File: src/rtl/aes_core_scheduler_if.sv
// Request/response and AES-core operand signals shared by the scheduler (slave
// view) and whatever drives the requesters and the core (master view).
interface aes_core_scheduler_if #(
    parameter int NREQ = 4
);
    logic [NREQ-1:0]      req_valid;
    logic [128*NREQ-1:0]  req_key;
    logic [128*NREQ-1:0]  req_text;
    logic [NREQ-1:0]      req_ready;
    logic [NREQ-1:0]      rsp_valid;
    logic [127:0]         rsp_data;
    logic                 rsp_err;
    logic                 busy;
    logic [127:0]         aes_key;
    logic [127:0]         aes_plaintext;
    logic                 start;
    logic                 DONE;
    logic [127:0]         aes_ciphertext;

    modport slave (
        input  req_valid, req_key, req_text, DONE, aes_ciphertext,
        output req_ready, rsp_valid, rsp_data, rsp_err, busy,
               aes_key, aes_plaintext, start
    );

    modport master (
        output req_valid, req_key, req_text, DONE, aes_ciphertext,
        input  req_ready, rsp_valid, rsp_data, rsp_err, busy,
               aes_key, aes_plaintext, start
    );
endinterface

File: src/rtl/aes_core_scheduler.sv
// Round-robin scheduler sharing one AES-128 core between NREQ requesters, with a
// watchdog that aborts a job whose DONE never arrives.
module aes_core_scheduler #(
    parameter int NREQ    = 4,
    parameter int TIMEOUT = 64
) (
    input  logic                 HCLK,
    input  logic                 HRESETn,
    aes_core_scheduler_if.slave  bus
);
    localparam int IDXW = $clog2(NREQ);
    localparam int TW   = $clog2(TIMEOUT) + 1;
    localparam logic [TW-1:0]   TLAST  = TW'(TIMEOUT - 1);
    localparam logic [IDXW-1:0] IDXMAX = IDXW'(NREQ - 1);

    typedef enum logic [1:0] {
        IDLE  = 2'd0,
        START = 2'd1,
        WAIT  = 2'd2,
        RESP  = 2'd3
    } state_t;

    state_t             r_state;
    state_t             w_state_next;

    logic [IDXW-1:0]    r_ptr;
    logic [IDXW-1:0]    r_grant;
    logic [NREQ-1:0]    r_grant_oh;
    logic [TW-1:0]      r_timer;
    logic [NREQ-1:0]    r_req_ready;
    logic               r_start;
    logic [NREQ-1:0]    r_rsp_valid;
    logic [127:0]       r_rsp_data;
    logic               r_rsp_err;
    logic [127:0]       r_aes_key;
    logic [127:0]       r_aes_plaintext;

    logic               w_found;
    logic [IDXW-1:0]    w_gidx;
    logic [NREQ-1:0]    w_gidx_oh;
    int                 w_scan;
    logic               w_timeout;

    // Search upward from the pointer, wrapping, and take the first pending request.
    always_comb begin
        w_found = 1'b0;
        w_gidx  = r_ptr;
        w_scan  = 0;
        for (int k = 0; k < NREQ; k++) begin
            w_scan = int'(r_ptr) + k;
            if (w_scan >= NREQ) begin
                w_scan = w_scan - NREQ;
            end
            if (!w_found && bus.req_valid[w_scan]) begin
                w_found = 1'b1;
                w_gidx  = IDXW'(w_scan);
            end
        end
    end

    assign w_gidx_oh = {{(NREQ-1){1'b0}}, 1'b1} << w_gidx;
    assign w_timeout = (r_timer == TLAST);

    always_ff @(posedge HCLK or negedge HRESETn) begin
        if (!HRESETn) begin
            r_state <= IDLE;
        end else begin
            r_state <= w_state_next;
        end
    end

    always_comb begin
        w_state_next = r_state;
        case (r_state)
            IDLE:    if (w_found) w_state_next = START;
            START:   w_state_next = WAIT;
            WAIT:    if (bus.DONE || w_timeout) w_state_next = RESP;
            RESP:    w_state_next = IDLE;
            default: w_state_next = IDLE;
        endcase
    end

    // All handshake outputs are registered; pulses default low every cycle.
    always_ff @(posedge HCLK or negedge HRESETn) begin
        if (!HRESETn) begin
            r_ptr           <= '0;
            r_grant         <= '0;
            r_grant_oh      <= '0;
            r_timer         <= '0;
            r_req_ready     <= '0;
            r_start         <= 1'b0;
            r_rsp_valid     <= '0;
            r_rsp_data      <= '0;
            r_rsp_err       <= 1'b0;
            r_aes_key       <= '0;
            r_aes_plaintext <= '0;
        end else begin
            r_req_ready <= '0;
            r_start     <= 1'b0;
            r_rsp_valid <= '0;
            case (r_state)
                IDLE: begin
                    if (w_found) begin
                        r_grant         <= w_gidx;
                        r_grant_oh      <= w_gidx_oh;
                        r_aes_key       <= bus.req_key[128*w_gidx +: 128];
                        r_aes_plaintext <= bus.req_text[128*w_gidx +: 128];
                        r_req_ready     <= w_gidx_oh;
                        r_start         <= 1'b1;
                    end
                end
                START: begin
                    r_timer <= '0;
                end
                WAIT: begin
                    r_timer <= r_timer + TW'(1);
                    // DONE takes priority over a watchdog expiry on the same cycle.
                    if (bus.DONE) begin
                        r_rsp_data  <= bus.aes_ciphertext;
                        r_rsp_err   <= 1'b0;
                        r_rsp_valid <= r_grant_oh;
                    end else if (w_timeout) begin
                        r_rsp_data  <= '0;
                        r_rsp_err   <= 1'b1;
                        r_rsp_valid <= r_grant_oh;
                    end
                end
                RESP: begin
                    r_ptr <= (r_grant == IDXMAX) ? '0 : r_grant + 1'b1;
                end
                default: begin
                    r_timer <= '0;
                end
            endcase
        end
    end

    assign bus.req_ready     = r_req_ready;
    assign bus.start         = r_start;
    assign bus.rsp_valid     = r_rsp_valid;
    assign bus.rsp_data      = r_rsp_data;
    assign bus.rsp_err       = r_rsp_err;
    assign bus.aes_key       = r_aes_key;
    assign bus.aes_plaintext = r_aes_plaintext;
    assign bus.busy          = (r_state != IDLE);
endmodule

File: src/flat_wrapper.sv
// flat-port wrapper written by rule: the top's interface ports become plain ports
module aes_core_scheduler_flat 
#(
    parameter int NREQ    = 4,
    parameter int TIMEOUT = 64
)
  (HCLK, HRESETn, bus_req_valid, bus_req_key, bus_req_text, bus_DONE, bus_aes_ciphertext, bus_req_ready, bus_rsp_valid, bus_rsp_data, bus_rsp_err, bus_busy, bus_aes_key, bus_aes_plaintext, bus_start);
  aes_core_scheduler_if #(.NREQ(NREQ)) bus_i ();
  input  logic HCLK;
  input  logic HRESETn;
  input wire logic [$bits(bus_i.req_valid)-1:0] bus_req_valid;
  input wire logic [$bits(bus_i.req_key)-1:0] bus_req_key;
  input wire logic [$bits(bus_i.req_text)-1:0] bus_req_text;
  input wire logic [$bits(bus_i.DONE)-1:0] bus_DONE;
  input wire logic [$bits(bus_i.aes_ciphertext)-1:0] bus_aes_ciphertext;
  output wire logic [$bits(bus_i.req_ready)-1:0] bus_req_ready;
  output wire logic [$bits(bus_i.rsp_valid)-1:0] bus_rsp_valid;
  output wire logic [$bits(bus_i.rsp_data)-1:0] bus_rsp_data;
  output wire logic [$bits(bus_i.rsp_err)-1:0] bus_rsp_err;
  output wire logic [$bits(bus_i.busy)-1:0] bus_busy;
  output wire logic [$bits(bus_i.aes_key)-1:0] bus_aes_key;
  output wire logic [$bits(bus_i.aes_plaintext)-1:0] bus_aes_plaintext;
  output wire logic [$bits(bus_i.start)-1:0] bus_start;
  assign bus_i.req_valid = bus_req_valid;
  assign bus_i.req_key = bus_req_key;
  assign bus_i.req_text = bus_req_text;
  assign bus_i.DONE = bus_DONE;
  assign bus_i.aes_ciphertext = bus_aes_ciphertext;
  assign bus_req_ready = bus_i.req_ready;
  assign bus_rsp_valid = bus_i.rsp_valid;
  assign bus_rsp_data = bus_i.rsp_data;
  assign bus_rsp_err = bus_i.rsp_err;
  assign bus_busy = bus_i.busy;
  assign bus_aes_key = bus_i.aes_key;
  assign bus_aes_plaintext = bus_i.aes_plaintext;
  assign bus_start = bus_i.start;
  aes_core_scheduler #(.NREQ(NREQ), .TIMEOUT(TIMEOUT)) u_core (.HCLK(HCLK), .HRESETn(HRESETn), .bus(bus_i));
endmodule
File: config.mk
export PLATFORM = sky130hd
export DESIGN_NAME = aes_core_scheduler_flat
export DESIGN_NICKNAME = d
export VERILOG_FILES = /design/src/rtl/aes_core_scheduler_if.sv /design/src/rtl/aes_core_scheduler.sv /design/src/flat_wrapper.sv
export SDC_FILE = /design/constraint.sdc
export NUM_CORES = 1
export LEC_CHECK = 0
export ABC_AREA = 1
export BUFFER_PORTS_ARGS = -buffer_cell sky130_fd_sc_hd__buf_2
export CORE_AREA = 2 2 614 616
export DETAILED_ROUTE_END_ITERATION = 6
export DIE_AREA = 0 0 616 618
export PLACE_DENSITY = 0.3
export SYNTH_ARGS = -nofsm -noshare
export SYNTH_HDL_FRONTEND = slang
export SYNTH_SLANG_ARGS = --single-unit
File: constraint.sdc
create_clock -name HCLK -period 4.63 [get_ports HCLK]
set_input_delay 0.463 -clock HCLK [delete_from_list [all_inputs] [get_ports HCLK]]
set_output_delay 0.463 -clock HCLK [all_outputs]
set_load 0.01 [all_outputs]
# After elaboration in Yosys (flattened, before gate mapping)

Index checks and enable logic that the tools add are counted.

Register bits after elaboration: 411
Input port bits: 1159
Output and inout bits: 395
Logic and storage cells: 93

$add $sub $neg: 9
Order comparisons: 8
Equal/unequal tests: 7
Shift operators: 3
Multiplexer cells: 40
Reduce and logical (&&, ||, !) cells: 14

Operators by type and width:

| kind                  | number |
|---|---|
| $shiftx 512x10->128   | 2 |
| $mux 128              | 2 |
| $lt 32x4->1 const B   | 4 |
| $mux 32               | 4 |
| $ge 32x4->1 const B   | 3 |
| $sub 32x4->32 const B | 3 |
| $mux 4                | 5 |
| $mux 1                | 16 |
| $mux 2                | 7 |
| $pmux 7 s2            | 1 |
| $bmux 1 s2            | 4 |
| $pmux 2 s4            | 1 |
| $add 7x1->7 const B   | 1 |
| $eq 7x6->1 const B    | 1 |
| $add 2x2->3 const B   | 2 |
| $eq 2x2->1 const B    | 3 |
| $reduce_and 2->1      | 3 |
| $reduce_bool 2->1     | 3 |
| $ne 2x1->1 const B    | 2 |
| $shl 1x2->4 const A   | 1 |
| $sub 2x3->4 const B   | 1 |
| $add 2x1->3 const B   | 1 |
| $ge 2x3->1 const B    | 1 |
| $logic_and 1x1->1     | 3 |
| other kinds (5)       | 7 |

# Longest topological paths before layout

Word-level depth: 18
Depth in mapped cells: 17
Depth with buffers taken out: 15

# Worst setup path before layout

OpenSTA, ideal clock, no wires.

Path type: register -> register
Start: register u_core.r_ptr[0]
End: register u_core.r_aes_key[123] (netlist: u_core.bus.aes_key[123])
Library setup time: 0.117 ns
Arrival: 1.859 ns
Data required time: 4.513 ns
Slack: 2.655 ns
Cell stages (with the launch flop): 17
Path buffers: 4
Clock period less this slack: 1.975 ns
Cells stage by stage: dfrtp_1 -> inv_2 -> buf_2 -> nand2_1 -> nand3_1 -> nand2_1 -> nor2_2 -> nand4_1 -> buf_2 -> buf_2 -> buf_2 -> nand3_1 -> nand2_1 -> nand2_1 -> nand2_1 -> nand2_1 -> nand2_1

Cells in the longest elaborated chain, start to end: 16
Elaborated cells on any way between the ends: 43
Classes of those cells: add/sub (7); order compare (4); shift (1); mux (24); reduce/logical (7)

RTL lines:

| item                                                   | line                      | source |
|---|---|---|
| start, declared                                        | aes_core_scheduler.sv:26  | `logic [IDXW-1:0] r_ptr;` |
| start signal, assigned                                 | aes_core_scheduler.sv:129 | `r_ptr <= (r_grant == IDXMAX) ? '0 : r_grant + 1'b1;` |
| branches (longest 16 deep; another with $sub 32x4->32) | -                         |  |
| end signal, assigned                                   | aes_core_scheduler.sv:106 | `r_aes_key <= bus.req_key[128*w_gidx +: 128];` |
| end, declared                                          | aes_core_scheduler.sv:35  | `logic [127:0] r_aes_key;` |

Several ways; the timed one is not identified. The select of a mux whose other input is x is not followed.
A chain may end at the register's enable or synchronous reset.

# Worst setup path in the final report

Start: register u_core.r_ptr[0]
End: register u_core.r_aes_key[125] (netlist: u_core.bus.aes_key[125])

The elaborated chain is that of the path after synthesis.

==> run summary <==
The synthesized netlist net count came out at roughly 5,300. The deepest clock path buffer count came out at 4. The relative max-transition margin came out at approximately 31%. The arrival time of the worst setup path is 4.92 ns.

In this run the biggest area consumer among cell types represents 38.3% of the synthesized area. The post-route met1 wirelength is 128 mm. For this design, the sink count on the clock tree is 411. The slew at the pin with the worst max-slew slack is between 1 and 1.5 ns. The worst hold-check slack came out at 0.0930 ns. Yosys printed 0 warnings.

The largest total area in the synthesized netlist belongs to dfrtp_1. The highest net fanout along the worst path came out at 53. The placeable core area is 374,000 µm². The power density normalized to cell area is 925 nW/µm². The leftover overflow at the end of global routing is 0. The area added between synthesis and finish is 67.0%. The final route contains 37,202 vias. The wire length of the first global-routing pass came out at between 300 and 400 mm.

The worst setup path is launched from a flop. The most common cell after layout, fill and taps aside is nand2_1. The die extent in x is around 620 µm. In the post-synthesis netlist, the biggest area contributors are dfrtp_1 38%, nand2_1 30%, nand3_1 19%. In this run the worst hold path is classified as primary input to flop. The routed wire length is about 300 mm. The maximum number of pins on one net before global-route repair is 127. The final total negative setup slack came out at 0 ns. Global routing consumed, over all layers together, around 15% of the routing resources. The DRC marker count from the first detailed-route iteration is around 3,100. Clock-pin slew was measured on the worst setup and hold paths at roughly 0.070 ns. Yosys mapped a number of flops with a built-in enable equal to 0. The half-perimeter wire length after placement came out at 250 mm. In the synthesized netlist the dominant register cell turns out to be dfrtp_1. The initial antenna violation count is 293. The final total power is 41.5 mW. The y dimension of the die is 618 µm. STA classifies the critical path endpoint as a flop. The mean number of vias per cell is 3.43.

The flip-flop and latch area came out at roughly 10,000 µm². The number of endpoints with negative hold slack in the final report came out at 0. The initial utilization of the core area, before any placement, comes to 7.18%.

The congestion estimate from routability-driven global placement came to 0.924. The run finished with clean final reports. Setup violations remaining at the end of the flow were counted as 0. The count of final max-slew check failures came out at 0.

Across the run, the number of max-cap violations was 0. The number of nets with antenna violations after routing came out at 0. Broken down by cell family, the worst path's largest delay share belongs to buffers and inverters. The cell count after synthesis came out at 4,145.

The detailed route wirelength on metal3 came out at ~36 mm. In this run the post-CTS setup repair buffer count came out at 0. The dominant cell type by count on the critical path is nand2_1.

Once layout is done, the placed cells without fillers occupy 44,800 µm². The cell with the largest stage delay on the worst path is dfrtp_1. The detailed-route wire length per cell came out at approximately 28 µm.

The total met2 wirelength after detailed routing came out at 129 mm. The mean instance size in the synthesized netlist is 6.48 µm². The post-route DRC violation count came out at 0.

The via count of the first global-routing pass came out at 36,641. The post-route netlist has 31.3% of its cells at a drive strength greater than 1. The critical path contains buffers and inverters numbering 5 combined. The floorplan row count came out at around 230. The maximum clock skew at final layout came out at between 0.1 and 0.15 ns. The count of distinct cell types in the synthesized netlist is 25. The number of nets in the finished design is 6,848. The cell sitting at the root of the clock tree is a clkbuf_16. Traced cell by cell, the critical path runs through inv_2, nand2_1, nand2_1, nand2_1, nand2_1, nand4_4, nand2_8, buf_4, buf_12, nand3_1, nand2_1, dlygate4sd3_1, nand2_1, nand2_1, dlygate4sd3_1, nand2_1, nand2_1.

TritonCTS built the clock tree. The clock latency of the later-clocked register in the worst-skew pair came out at 0.81 ns. The synthesized area came out at 26,900 µm². The detailed router used layers up to and including met5. The worst endpoint required time is 5.36 ns. The combined area of the multi-input logic cells came out at 14,700 µm². The worst path needs 4.19 ns of the cycle, external delays included. The placed cell count came out at 10,436. The number of flip-flops and latches in the synthesized netlist came out at 411. The fraction of the cycle the final worst path needs is between 90 and 100%. The maximum level of the CTS H-tree is 3. The first detailed-routing pass took 7 iterations. The number of buffers created by CTS came out at 74. After detailed placement, the total cell area comes to approximately 40,000 µm². In the layout the commonest cells are 2,116 x nand2_1, 1,552 x buf_2, 1,042 x nand3_1. The delay contributed by the slowest stage of the critical path is between 0.5 and 0.6 ns. The number of fill cells in the layout came out at between 40,000 and 50,000. Setup repair after global routing left no endpoint under its margin.

The leakage power summed over all cells came out at approximately 24 nW. The worst IR drop on VDD is 0.786 mV. Measured in cells, the most critical reg-to-reg path has a length of 17. The area of the die is around 380,000 µm². The number of I/O pins is 1,554. The proportion of synthesized flip-flops having asynchronous set or reset came out at between 90% and 100%. The achievable frequency is about 240 MHz.

Sequential cells were found to cover a little under two fifths of the synthesized design area. During placement, the flow inserted port buffers numbering approximately 1,600. The worst hold path passes through 7 cells. The critical path is of the flop to flop type. The finished layout holds 10,840 standard cells, fillers aside. The critical path runs through a total of 17 cells.
==> what timing repair did <==
item,CTS,global route
gates resized for setup,0,0
hold buffers,166,0
hold endpoints to repair,186,0
==> per-layer routing <==
layer  global-route usage, %  vias to the layer above
met3                    6.94                      504
met5                       0                        -
li1                        -                    16721
met1                    19.3                    18015
met2                    23.0                     1806
met4                    3.22                      156
==> path summary, 6_finish.rpt <==
path                                         from                            to  slack (ns)
hold / removal                  bus_req_text[181]  u_core.bus.aes_plaintext[53]        0.09
setup / recovery                  u_core.r_ptr[0]       u_core.bus.aes_key[125]        0.44
hold reg to reg            u_core.bus.aes_key[78]        u_core.bus.aes_key[78]        0.47
max in group asynchronous                 HRESETn       u_core.bus.aes_key[113]        3.27
min in group asynchronous                 HRESETn  u_core.bus.aes_plaintext[96]        0.22
setup reg to reg                  u_core.r_ptr[0]       u_core.bus.aes_key[125]        0.44
==> synthesized netlist by cell type, types with 3 or more instances <==
cell,number
o21ai_0,4
o22ai_1,4
nand2_1,2117
dfrtp_1,411
nor3_1,5
nand3_1,1042
a22o_1,128
nor2_1,14
inv_2,3
buf_2,227
inv_1,22
buf_4,46
a21oi_1,7
clkbuf_1,82
buf_1,13
ha_1,5
nand2_2,5
==> stage by stage <==
stage                     worst slack, ns  utilization, %
after global placement               1.02            10.8
after detailed placement             1.00            10.8
after CTS                           0.363            11.9
after floorplan                      2.65               -
after global routing               0.0692            11.9
final                               0.436            12.0
==> flip-flops by register name, indices dropped and copies added (netlist names) <==
register,flops
u_core.r_grant,2
u_core.r_grant_oh,4
u_core.bus.rsp_err,1
u_core.r_timer,7
u_core.r_state,2
u_core.bus.rsp_data,128
u_core.bus.req_ready,4
u_core.bus.aes_plaintext,128
u_core.r_ptr,2
u_core.bus.start,1
u_core.bus.rsp_valid,4
u_core.bus.aes_key,128
==> power breakdown <==
group | switching (mW) | leakage (nW) | total (mW) | internal, mW
logic | 20.8 | 17.6 | 29.2 | 8.40
clock network | 2.41 | 1.19 | 5.90 | 3.49
registers | 1.03 | 5.17 | 6.37 | 5.34
total | 24.2 | 24.0 | 41.5 | 17.2
==> worst register-to-register path, stage by stage (launching register included) <==
cell           delay (ns)
dfrtp_1              0.58
inv_2                0.31
nand2_1              0.08
nand2_1              0.15
nand2_1              0.08
nand2_1              0.21
nand4_4              0.25
nand2_8              0.37
buf_4                0.27
buf_12               0.25
nand3_1              0.17
nand2_1              0.09
dlygate4sd3_1        0.54
nand2_1              0.05
nand2_1              0.06
dlygate4sd3_1        0.54
nand2_1              0.05
nand2_1              0.08
==> kinds of logic (layout without fill, tap and decap cells) <==
kind of cell    after synthesis  in the layout  share of synthesized area, %
compound gates              144            144                          4.50
xor+xnor                      1              1                        0.0326
fa+ha+maj                     5              5                         0.233
buf+inv                     394           1985                          7.24
flops                       411            411                          38.3
other cells                   0            110                             0
simple gates               3190           3190                          49.7
==> area by class of cell <==
class	count	area share [%]
multi-input cells	3340	32.8
repair buffers	1832	24.1
flip-flops and latches	411	22.9
well taps	4994	13.9
clock buffers	101	4.65
clock inverters	27	0.776
diodes	110	0.614
inverters	25	0.232
Note: power is estimated with default switching activity, not from simulation.
